**src/rtl/halfduplex_bus_master.sv**
```systemverilog
// halfduplex_bus_master: sequences one half-duplex single-wire transaction per
// request. It shifts out a command byte MSB first, releases the line for a
// turnaround gap, then shifts in a response byte through a 2-flop synchronizer.
// Optional feature macro: HDBUS_PARITY_EN. When defined, frames carry a 9th
// odd-parity bit and par_err reports a bad received parity.
module halfduplex_bus_master #(
  parameter int BIT_DIV   = 4,
  parameter int TURN_BITS = 2
) (
  input  logic       clk,
  input  logic       rst_n,
  input  logic       start,
  input  logic [7:0] cmd,
  output logic       busy,
  output logic       done,
  output logic [7:0] rdata,
  output logic       par_err,
  output logic       bus_dout,
  output logic       bus_en,
  input  logic       bus_in
);

`ifdef HDBUS_PARITY_EN
  localparam int SR_W = 9;
`else
  localparam int SR_W = 8;
`endif
  localparam int TMR_W = $clog2(BIT_DIV);
  localparam logic [TMR_W-1:0] TMR_LAST   = TMR_W'(BIT_DIV - 1);
  localparam logic [TMR_W-1:0] TMR_MID    = TMR_W'(BIT_DIV / 2);
  localparam logic [3:0]       FRAME_LAST = 4'(SR_W - 1);
  localparam logic [3:0]       TURN_LAST  = 4'(TURN_BITS - 1);

  typedef enum logic [1:0] {IDLE, SEND, TURN, RECV} state_t;

  state_t            state_q, state_d;
  logic [TMR_W-1:0]  timer_q, timer_d;
  logic [3:0]        bit_cnt_q, bit_cnt_d;
  logic [SR_W-1:0]   shift_q, shift_d;
  logic [7:0]        rdata_q, rdata_d;
  logic              done_q, done_d;
  logic              bus_en_q, bus_en_d;
  logic              bus_dout_q, bus_dout_d;
  logic              sync1_q, sync1_d;
  logic              sync2_q, sync2_d;
  logic              wrap;
  logic [SR_W-1:0]   load_w;
`ifdef HDBUS_PARITY_EN
  logic              par_err_q, par_err_d;
`endif

  // Next-state logic: bit timing, frame sequencing and line control.
  always_comb begin
    state_d    = state_q;
    bit_cnt_d  = bit_cnt_q;
    shift_d    = shift_q;
    rdata_d    = rdata_q;
    done_d     = 1'b0;
    bus_en_d   = bus_en_q;
    bus_dout_d = bus_dout_q;
    sync1_d    = bus_in;
    sync2_d    = sync1_q;
`ifdef HDBUS_PARITY_EN
    par_err_d  = par_err_q;
    // Parity bit makes the total count of ones over the 9-bit frame odd.
    load_w     = {cmd, ~^cmd};
`else
    load_w     = cmd;
`endif
    wrap = (timer_q == TMR_LAST);
    // Timer idles at zero so a new transaction starts on a clean bit boundary.
    if (state_q == IDLE || wrap) timer_d = '0;
    else                         timer_d = timer_q + TMR_W'(1);

    case (state_q)
      IDLE: begin
        if (start) begin
          shift_d    = load_w;
          bit_cnt_d  = '0;
          state_d    = SEND;
          bus_en_d   = 1'b1;
          bus_dout_d = load_w[SR_W-1];
`ifdef HDBUS_PARITY_EN
          par_err_d  = 1'b0;
`endif
        end
      end
      SEND: begin
        if (wrap) begin
          if (bit_cnt_q == FRAME_LAST) begin
            state_d    = TURN;
            bit_cnt_d  = '0;
            bus_en_d   = 1'b0;
            bus_dout_d = 1'b0;
          end else begin
            bit_cnt_d  = bit_cnt_q + 4'd1;
            shift_d    = shift_q << 1;
            bus_dout_d = shift_q[SR_W-2];
          end
        end
      end
      TURN: begin
        if (wrap) begin
          if (bit_cnt_q == TURN_LAST) begin
            state_d   = RECV;
            bit_cnt_d = '0;
          end else begin
            bit_cnt_d = bit_cnt_q + 4'd1;
          end
        end
      end
      RECV: begin
        // Mid-period sample leaves margin for the synchronizer latency.
        if (timer_q == TMR_MID) shift_d = {shift_q[SR_W-2:0], sync2_q};
        if (wrap) begin
          if (bit_cnt_q == FRAME_LAST) begin
            state_d = IDLE;
            done_d  = 1'b1;
            rdata_d = shift_q[SR_W-1 -: 8];
`ifdef HDBUS_PARITY_EN
            par_err_d = ~^shift_q;
`endif
          end else begin
            bit_cnt_d = bit_cnt_q + 4'd1;
          end
        end
      end
      default: state_d = IDLE;
    endcase
  end

  // State and registered outputs; async reset releases the line immediately.
  always_ff @(posedge clk or negedge rst_n) begin
    if (!rst_n) begin
      state_q    <= IDLE;
      timer_q    <= '0;
      bit_cnt_q  <= '0;
      shift_q    <= '0;
      rdata_q    <= '0;
      done_q     <= 1'b0;
      bus_en_q   <= 1'b0;
      bus_dout_q <= 1'b0;
      sync1_q    <= 1'b0;
      sync2_q    <= 1'b0;
`ifdef HDBUS_PARITY_EN
      par_err_q  <= 1'b0;
`endif
    end else begin
      state_q    <= state_d;
      timer_q    <= timer_d;
      bit_cnt_q  <= bit_cnt_d;
      shift_q    <= shift_d;
      rdata_q    <= rdata_d;
      done_q     <= done_d;
      bus_en_q   <= bus_en_d;
      bus_dout_q <= bus_dout_d;
      sync1_q    <= sync1_d;
      sync2_q    <= sync2_d;
`ifdef HDBUS_PARITY_EN
      par_err_q  <= par_err_d;
`endif
    end
  end

  assign busy     = (state_q != IDLE);
  assign done     = done_q;
  assign rdata    = rdata_q;
  assign bus_en   = bus_en_q;
  assign bus_dout = bus_dout_q;
`ifdef HDBUS_PARITY_EN
  assign par_err  = par_err_q;
`else
  assign par_err  = 1'b0;
`endif

endmodule

```
**config.mk**
```make
export PLATFORM = sky130hd
export DESIGN_NAME = halfduplex_bus_master
export DESIGN_NICKNAME = d
export VERILOG_FILES = /design/src/rtl/halfduplex_bus_master.sv
export SDC_FILE = /design/constraint.sdc
export NUM_CORES = 1
export LEC_CHECK = 0
export CAP_MARGIN = 0
export CORE_UTILIZATION = 34
export DETAILED_ROUTE_END_ITERATION = 8
export PLACE_DENSITY_LB_ADDON = 0.25
export SETUP_SLACK_MARGIN = 0.15
export SYNTH_ARGS = -nofsm -noshare
export SYNTH_HDL_FRONTEND = slang
export SYNTH_SLANG_ARGS = --single-unit
```
**constraint.sdc**
```tcl
create_clock -name clk -period 5.3 [get_ports clk]
set_input_delay 1.59 -clock clk [delete_from_list [all_inputs] [get_ports clk]]
set_output_delay 1.59 -clock clk [all_outputs]
set_load 0.005 [all_outputs]
```
==> results.sh <==
export IMPL_peakVddDrop_mv=0.0921
export IMPL_first_pass_iters=4
export IMPL_routed_via_count=1068
export IMPL_drt_wirelength_per_cell_um=14.1
export IMPL_grt_pass1_vias=1026
export IMPL_critical_path_buf_inv_count=3
export IMPL_path_class="flop to primary output"
export IMPL_skew_ns=0.00862
export IMPL_diodes=0
export IMPL_status="completed"
export IMPL_report_final_hold_viol_count=0
export IMPL_powerDensity_mw_per_mm2=228
export IMPL_die_w_um=68.5
export IMPL_io_buffers=23
export IMPL_slew_headroom_pct=38.6
export IMPL_area_growth_pct=22.3
export IMPL_antenna_found_initial=0
export IMPL_critPathTopFamily="buffers and inverters"
export IMPL_postCtsSetupBuffers=0
export IMPL_start_util_pct=36.5
export IMPL_drt_wl_total_um=2910
export IMPL_synth_simple_area_share_pct=10.6
export IMPL_syn_area_mm2=0.00150
export IMPL_yosysWarningCount=0
export IMPL_cts_buffer_depth=2
export IMPL_critPathArrivalTime_ns=1.61
export IMPL_cpMostUsedCell="inv_1"
export IMPL_crit_required_ns=3.71
export IMPL_numCtsBuffers=5
export IMPL_die_area_mm2=0.00469
export IMPL_clkTransAtPathRegs_ns=0.06
export IMPL_tightest_slew_ns=0.915
export IMPL_synth_xor_area_share_pct=0
export IMPL_fin_nets=176
export IMPL_power_leakage_nw=0.825
export IMPL_max_cap_violations=0
export IMPL_multiInputGateArea_um2=693
export IMPL_drtIter0Drc=71
export IMPL_cts_resized=0
export IMPL_clock_latency_ns=0.28
export IMPL_dp_hpwl_um=2010
export IMPL_power_w=0.000419
export IMPL_fp_dieH_um=68.5
export IMPL_synth_area_leaders="dfrtp_1 (48%), ha_1 (7.5%), mux2i_1 (4.7%), mux2_1 (3.7%), a21oi_1 (3.3%)"
export IMPL_grt_use_total_pct=14.4
export IMPL_slowest_stage="clkdlybuf4s50_1"
export IMPL_drive_gt1_share_pct=13.5
export IMPL_yosys_area_top_type_share_pct=48.3
export IMPL_ys_ff_latch=29
export IMPL_min_period_over_period_pct=60.4
export IMPL_yosysTopAreaCell="dfrtp_1"
export IMPL_crit_path_cell_trace="inv_1, ha_1, inv_1, clkdlybuf4s50_1"
export IMPL_grt_max_degree=30
export IMPL_clkPwrFrac_pct=43.0
export IMPL_final_seq_area_um2=726
export IMPL_p_sw_w=0.0000968
export IMPL_synth_compound_area_share_pct=15.3
export IMPL_end_kind="primary output"
export IMPL_synth_fp_nets=152
export IMPL_core_area_mm2=0.00412
export IMPL_period_minus_slack_ns=3.20
export IMPL_drc=0
export IMPL_critPathLaunch="state_q[0]"
export IMPL_antenna_left=0
export IMPL_synth_top_family_by_area="compound AO/OA/AOI/OAI gates"
export IMPL_max_stage_delay_ns=0.44
export IMPL_holdWs_ns=0.356
export IMPL_hp_start="sync1_q"
export IMPL_synth_cells=131
export IMPL_num_rows=23
export IMPL_layout_common_cells="dfrtp_1 (29), clkdlybuf4s50_1 (23), inv_1 (10), a21oi_1 (10), ha_1 (9)"
export IMPL_overflow=0
export IMPL_maxSlewViolCount=0
export IMPL_syn_avg_cell_area_um2=11.5
export IMPL_internal_power_w=0.000322
export IMPL_start_kind="flop"
export IMPL_swShare_pct=23.1
export IMPL_muxShareOfSynthArea_pct=12.4
export IMPL_ys_seq_area_share_pct=48.3
export IMPL_finalSetupViolations=0
export IMPL_ys_types=40
export IMPL_io_pins=25
export IMPL_htreeDepth=2
export IMPL_grt_first_pass_wirelength_um=4840
export IMPL_rsz0062_at_grt="false"
export IMPL_r2r_start="state_q[0]"
export IMPL_final_common_cell="dfrtp_1"
export IMPL_fmax_mhz=312
export IMPL_synthAdderAreaFrac_pct=7.49
export IMPL_hp_class="flop to flop"
export IMPL_cts_tree="yes"
export IMPL_root_buffer="clkbuf_8"
export IMPL_via_per_inst=5.18
export IMPL_crit_fanout=7
export IMPL_combinationalPowerShare_pct=3.7
export IMPL_pwr_share_seq_pct=53.3
export IMPL_fillers=382
export IMPL_cts_hold_buf=0
export IMPL_gp_congestion=0.797
export IMPL_final_setup_tns_ns=0
export IMPL_cts_num_sinks=29
stage by stage:
stage	cells	instance area (um^2)	worst slack (ns)	utilization, %
after floorplan	131	1500	2.68	-
after global placement	198	1760	2.10	42.7
after detailed placement	198	1760	2.03	42.7
after CTS	206	1840	2.08	44.7
after global routing	206	1840	1.98	44.7
final	206	1840	2.10	44.7
synth_stat cells (all sizes together):
library cell / instances
inv: 10
conb: 1
nor4: 1
nand2b: 2
o221ai: 1
clkbuf: 1
or3: 1
o21a: 1
a22o: 3
mux2: 10
o2111ai: 1
nor2: 4
a21o: 2
a21oi: 10
nor3: 4
mux2i: 7
nand2: 2
o32ai: 1
ha: 9
nor2b: 4
a31oi: 8
o21ai: 5
nor3b: 1
buf: 6
dfrtp: 29
a22oi: 1
a211oi: 1
nand3: 3
and3b: 1
o21bai: 1
metal layers:
| layer | global-route usage [%] | wire, um | vias to the layer above |
|---|---|---|---|
| li1 | - | - | 516 |
| met1 | 18.7 | 1440 | 519 |
| met2 | 21.6 | 1280 | 26 |
| met3 | 3.78 | 124 | 7 |
| met4 | 7.81 | 66 | 0 |
| met5 | 0 | 0 | - |
cells by family after synthesis:
group           after synthesis
mux                          17
fa+ha+maj                     9
flops                        29
simple gates                 23
other cells                   1
compound gates               35
buf+inv                      17
power groups by stage:
stage / Clock (W) / Sequential (W) / Combinational [W]
floorplan: 0 / 0.000228 / 0.00000246
global placement: 0 / 0.000228 / 0.0000155
detailed placement: 0 / 0.000228 / 0.0000160
CTS: 0.000181 / 0.000224 / 0.0000160
global route: 0.000193 / 0.000224 / 0.0000173
finish: 0.000180 / 0.000224 / 0.0000155
layout make-up:
class | count | share of cell area [%]
Sequential cell | 29 | 39.5
Timing Repair Buffer | 24 | 12.9
Multi-Input combinational cell | 85 | 37.7
Inverter | 10 | 2.04
Clock inverter | 2 | 0.544
Clock buffer | 6 | 3.95
Tap cell | 50 | 3.40
flip-flops by register name, summed over array words and instances (netlist names):
| signal | flops |
|---|---|
| bus_dout | 1 |
| timer_q | 2 |
| bus_en | 1 |
| bit_cnt_q | 4 |
| shift_q | 8 |
| state_q | 2 |
| sync1_q | 1 |
| done | 1 |
| sync2_q | 1 |
| rdata | 8 |
path summary, 6_finish.rpt:
path / cells after the start / slack (ns) / endpoint
min in group asynchronous: 2 / 1.68 / timer_q[0]
worst min register to register: 0 / 0.36 / sync2_q
worst max register to register: 5 / 3.15 / shift_q[1]
worst max-delay path: 4 / 2.10 / busy
max in group asynchronous: 2 / 3.32 / bit_cnt_q[2]
worst min-delay path: 0 / 0.36 / sync2_q
Note: power is estimated with default switching activity, not from simulation.
